==> src/rtl/serial_alu_seq_if.sv <==
// Request/response bundle for the bit-serial add/subtract sequencer.
// The master drives the operation request; the slave returns status and result.
interface serial_alu_seq_if #(parameter int WIDTH = 8);
  logic             start;
  logic [WIDTH-1:0] A;
  logic [WIDTH-1:0] B;
  logic             Sub;
  logic             busy;
  logic             done;
  logic [WIDTH-1:0] Result;
  logic             Cout;
  logic             Ovf;
  logic             Zero;

  modport master (output start, A, B, Sub,
                  input  busy, done, Result, Cout, Ovf, Zero);
  modport slave  (input  start, A, B, Sub,
                  output busy, done, Result, Cout, Ovf, Zero);
endinterface

==> src/rtl/serial_alu_seq.sv <==
// Bit-serial add/subtract: one shared full-adder cell, LSB first, one bit per clock.
// Result and flags are registered at completion and held until the next one.
module serial_alu_seq #(
  parameter int WIDTH = 8
) (
  input  logic            clk,
  input  logic            rst,
  serial_alu_seq_if.slave bus
);
  localparam int CW = (WIDTH > 2) ? $clog2(WIDTH) : 1;

  typedef enum logic [1:0] {S_IDLE, S_RUN, S_DONE} state_t;

  state_t           r_state;
  logic [WIDTH-1:0] r_a_sr, r_b_sr, r_r_sr;
  logic             r_carry;
  logic [CW-1:0]    r_cnt;
  logic [WIDTH-1:0] r_result;
  logic             r_cout, r_ovf, r_zero;

  // Shared full-adder cell
  logic             w_sum, w_carry, w_last;
  logic [WIDTH-1:0] w_r_next;

  assign w_sum    = r_a_sr[0] ^ r_b_sr[0] ^ r_carry;
  assign w_carry  = (r_a_sr[0] & r_b_sr[0]) | (r_carry & (r_a_sr[0] ^ r_b_sr[0]));
  assign w_r_next = {w_sum, r_r_sr[WIDTH-1:1]};
  assign w_last   = (r_cnt == CW'(WIDTH - 1));

  always_ff @(posedge clk or posedge rst) begin
    if (rst) begin
      r_state  <= S_IDLE;
      r_a_sr   <= '0;
      r_b_sr   <= '0;
      r_r_sr   <= '0;
      r_carry  <= 1'b0;
      r_cnt    <= '0;
      r_result <= '0;
      r_cout   <= 1'b0;
      r_ovf    <= 1'b0;
      r_zero   <= 1'b0;
    end else begin
      case (r_state)
        S_IDLE: if (bus.start) begin
          // Subtraction is A + ~B + 1: invert B and seed the carry with 1
          r_a_sr  <= bus.A;
          r_b_sr  <= bus.Sub ? ~bus.B : bus.B;
          r_carry <= bus.Sub;
          r_cnt   <= '0;
          r_state <= S_RUN;
        end
        S_RUN: begin
          r_a_sr  <= r_a_sr >> 1;
          r_b_sr  <= r_b_sr >> 1;
          r_r_sr  <= w_r_next;
          r_carry <= w_carry;
          r_cnt   <= r_cnt + 1'b1;
          if (w_last) begin
            // r_carry here is the carry into the MSB
            r_result <= w_r_next;
            r_cout   <= w_carry;
            r_ovf    <= r_carry ^ w_carry;
            r_zero   <= (w_r_next == '0);
            r_state  <= S_DONE;
          end
        end
        S_DONE:  r_state <= S_IDLE;
        default: r_state <= S_IDLE;
      endcase
    end
  end

  assign bus.busy   = (r_state != S_IDLE);
  assign bus.done   = (r_state == S_DONE);
  assign bus.Result = r_result;
  assign bus.Cout   = r_cout;
  assign bus.Ovf    = r_ovf;
  assign bus.Zero   = r_zero;
endmodule
==> src/flat_wrapper.sv <==
// flat-port wrapper written by rule: the top's interface ports become plain ports
module serial_alu_seq_flat 
#(
  parameter int WIDTH = 8
)
  (clk, rst, bus_start, bus_A, bus_B, bus_Sub, bus_busy, bus_done, bus_Result, bus_Cout, bus_Ovf, bus_Zero);
  serial_alu_seq_if #(.WIDTH(WIDTH)) bus_i ();
  input  logic clk;
  input  logic rst;
  input wire logic [$bits(bus_i.start)-1:0] bus_start;
  input wire logic [$bits(bus_i.A)-1:0] bus_A;
  input wire logic [$bits(bus_i.B)-1:0] bus_B;
  input wire logic [$bits(bus_i.Sub)-1:0] bus_Sub;
  output wire logic [$bits(bus_i.busy)-1:0] bus_busy;
  output wire logic [$bits(bus_i.done)-1:0] bus_done;
  output wire logic [$bits(bus_i.Result)-1:0] bus_Result;
  output wire logic [$bits(bus_i.Cout)-1:0] bus_Cout;
  output wire logic [$bits(bus_i.Ovf)-1:0] bus_Ovf;
  output wire logic [$bits(bus_i.Zero)-1:0] bus_Zero;
  assign bus_i.start = bus_start;
  assign bus_i.A = bus_A;
  assign bus_i.B = bus_B;
  assign bus_i.Sub = bus_Sub;
  assign bus_busy = bus_i.busy;
  assign bus_done = bus_i.done;
  assign bus_Result = bus_i.Result;
  assign bus_Cout = bus_i.Cout;
  assign bus_Ovf = bus_i.Ovf;
  assign bus_Zero = bus_i.Zero;
  serial_alu_seq #(.WIDTH(WIDTH)) u_core (.clk(clk), .rst(rst), .bus(bus_i));
endmodule
==> config.mk <==
export PLATFORM = sky130hd
export DESIGN_NAME = serial_alu_seq_flat
export DESIGN_NICKNAME = d
export VERILOG_FILES = /design/src/rtl/serial_alu_seq_if.sv /design/src/rtl/serial_alu_seq.sv /design/src/flat_wrapper.sv
export SDC_FILE = /design/constraint.sdc
export NUM_CORES = 1
export LEC_CHECK = 0
export ABC_AREA = 1
export CAP_MARGIN = 5
export CORE_UTILIZATION = 56
export CTS_CLUSTER_DIAMETER = 100
export DETAILED_ROUTE_END_ITERATION = 6
export GPL_ROUTABILITY_DRIVEN = 0
export GPL_TIMING_DRIVEN = 0
export PLACE_DENSITY = 0.84
export SYNTH_ARGS = -nofsm -noshare
export SYNTH_HDL_FRONTEND = slang
export SYNTH_SLANG_ARGS = --single-unit
==> constraint.sdc <==
create_clock -name clk -period 2.7 [get_ports clk]
set_input_delay 0.54 -clock clk [delete_from_list [all_inputs] [get_ports clk]]
set_output_delay 0.54 -clock clk [all_outputs]
set_load 0.02 [all_outputs]
==> reports/metrics.csv <==
stage,metric,value,unit
setup_path,startpoint_type,flop,
floorplan,dieArea,3630,µm²
synth,yosysWarnings,0,
global_routing,grt_pass1_wl,6220,µm
synth,synth_area_leaders,"dfrtp_1 53%, nand2_1 15%, nand3_1 11%",
finish,final_cells,307,
setup_path,path_cells,nor2_2 > inv_1 > clkdlybuf4s50_1,
clock_tree,postCtsSetupRepairBufs,0,
synth,synth_fp_nets,248,
pwr,pwr_density_cell,1030,nW/µm²
drt,drtIter0Drc,101,
hold_path,min-delay-path-class,reg -> reg,
run_status,status,"complete, no violations",
clock_tree,cts.htree.levels,2,
floorplan,initial_utilization,60.7,%
drt,drtPass1Iterations,4,
synth,synth_edf_count,0,
synth,synth_top_area_share,52.7,%
clock_tree,cts-root-buf,clkbuf_4,
finish,antenna-diode-count,0,
setup_path,worst-r2r-cell-count,5,
clock_tree,cts_tree,done,
global_routing,gr-total-overflow,0,
clock_tree,cts.repair.resized,0,
sta,setup_tns,0,ns
synth,synth_cell_types,19,
floorplan,rows,20,
drt,antenna_left,0,
sta,fmax,0.425,GHz
finish,final_nets,285,
sta,rsz0062_at_grt,no,
sta,timing.final.hold_violations,0,
sta,tightest_slew,0.797,ns
placement,dp_hpwl,2490,µm
synth,synth_seq_cells,40,
drt,drt-total-wl,3600,µm
floorplan,core,3130,µm²
synth,syn_inst,225,
setup_path,worstPathRequired,2.16,ns
finish,fin_util,74.5,%
setup_path,cp_max_fo,10,
finish,syn2layout_area_growth,22.7,%
drt,viasPerCell,5.11,
setup_path,cpPeakStageDelay,0.54,ns
synth,synth_largest_area_cell,dfrtp_1,
synth,avgSynthCellArea,8.44,µm²
sta,layout_min_cycle_time,2.35,ns
floorplan,die_h,60.2,µm
placement,port_buffers,30,
sta,setup_slack,0.346,ns
global_routing,antenna_found_initial,0,
sta,fin_worst_skew,0.0179,ns
placement,dp_cells,299,
setup_path,crit_slowest_cell,clkdlybuf4s50_1,
global_routing,grt_max_degree,41,
synth,syn-cell-area,1900,µm²
finish,drive_above_1_share,12.5,%
drt,drc_errors,0,
synth,yosysSeqAreaShare,52.7,%
placement,dp_worst_setup_slack,0.745,ns
drt,wl_per_cell,11.7,µm
finish,final_common_cell,nand2_1,
setup_path,worst-setup-path-type,reg -> out,
setup_path,crit_arrival,1.81,ns
setup_path,cp-end-kind,output pin,
pwr,p_leak,1.17,nW
clock_tree,cts_hold_buf,0,
clock_tree,clk_pin_slew,0.12,ns
floorplan,chipWidth,60.2,µm
sta,fin_crit_sh,87.2,%
floorplan,boundaryPins,33,
synth,ys.flop_type,dfrtp_1,
drt,vias,1570,
sta,drv_slew,0,
clock_tree,clk_latency,0.36,ns
pwr,peakVddDrop,0.596,mV
global_routing,grt_pass1_vias,1454,
clock_tree,cts_buffers,5,
sta,finalSetupViolations,0,
sta,relSlewSlack,46.8,%
finish,mostFrequentLayoutCells,"78 x nand2_1, 43 x nand3_1, 40 x dfrtp_1",
flow_run,drv_cap,0,
clock_tree,cts_buffer_depth,2,
synth,synthArstFlopShare,100,%
global_routing,track_usage,23.6,%
hold_path,min_path_cells,2,
clock_tree,cts_sinks,40,
==> kinds of logic (layout without fill, tap and decap cells) <==
| family | after synthesis | in the layout | synth area share (%) |
|---|---|---|---|
| xor+xnor | 2 | 2 | 0.922 |
| simple gates | 131 | 131 | 29.6 |
| flops | 40 | 40 | 52.7 |
| buf+inv | 31 | 69 | 8.10 |
| compound gates | 18 | 18 | 6.32 |
| fa+ha+maj | 3 | 3 | 2.37 |
==> critical path, delay by kind of cell, from the launching register on <==
| family | cells | cell delay (ns) |
|---|---|---|
| simple gates | 1 | 0.38 |
| buf+inv | 2 | 0.61 |
| flops | 1 | 0.47 |
==> where the power goes <==
| part | switching [mW] | internal [mW] | leakage (nW) |
|---|---|---|---|
| Sequential | 0.151 | 0.841 | 0.517 |
| Combinational | 0.589 | 0.430 | 0.611 |
| Clock | 0.199 | 0.194 | 0.0422 |
| Total | 0.939 | 1.47 | 1.17 |
==> cells in the mapped netlist, types with 2 or more instances <==
cell type,number
buf_4,3
buf_2,5
buf_6,2
nor2_1,5
xnor2_1,2
inv_1,18
nand2_1,78
nand3_1,43
o21ai_2,8
ha_1,2
o21ai_0,10
dfrtp_1,40
inv_2,2
nand2_2,2
==> cell type report <==
type	count	area (µm²)
buffer	10	70.1
multi-input combinational	154	744
fill	256	797
clock inverter	2	35.0
inverter	21	83.8
tap	44	55.1
sequential	40	1000
timing repair buffer	30	300
clock buffer	6	41.3
==> metal layers <==
metal | part of all wire (%) | up-vias | GRT usage (%) | wire [µm]
met5 | 0 | - | 0 | 0
met4 | 1.1 | 0 | 11.0 | 40
met3 | 5.1 | 6 | 5.19 | 185
met2 | 50 | 44 | 39.9 | 1810
met1 | 43 | 730 | 28.3 | 1560
li1 | - | 790 | - | -
==> flip-flops by register name (all words and copies together) (netlist names) <==
signal	cells
u_core.bus.Cout	1
u_core.bus.Ovf	1
u_core.bus.Result	8
u_core.bus.Zero	1
u_core.r_a_sr	8
u_core.r_b_sr	8
u_core.r_carry	1
u_core.r_cnt	3
u_core.r_r_sr	7
u_core.r_state	2
==> path summary, 6_finish.rpt <==
check	start	endpoint	slack (ns)
worst max-delay path	u_core.r_state[1]	bus_busy	0.35
worst min-delay path	u_core.bus.Result[6]	u_core.bus.Result[6]	0.49
worst max register to register	u_core.r_state[1]	u_core.r_b_sr[5]	1.30
worst min register to register	u_core.bus.Result[6]	u_core.bus.Result[6]	0.49
max in group asynchronous	rst	u_core.r_a_sr[5]	1.53
min in group asynchronous	rst	u_core.bus.Result[4]	0.64
==> through the flow <==
stage	total power [mW]	instance area (µm²)	hold slack, ns
global route	2.58	2330	0.513
CTS	2.41	2330	0.496
floorplan	1.67	1900	0.453
detailed placement	2.03	2250	0.467
finish	2.40	2330	0.493
global placement	1.99	2250	0.464
Note: power is estimated with default switching activity, not from simulation.
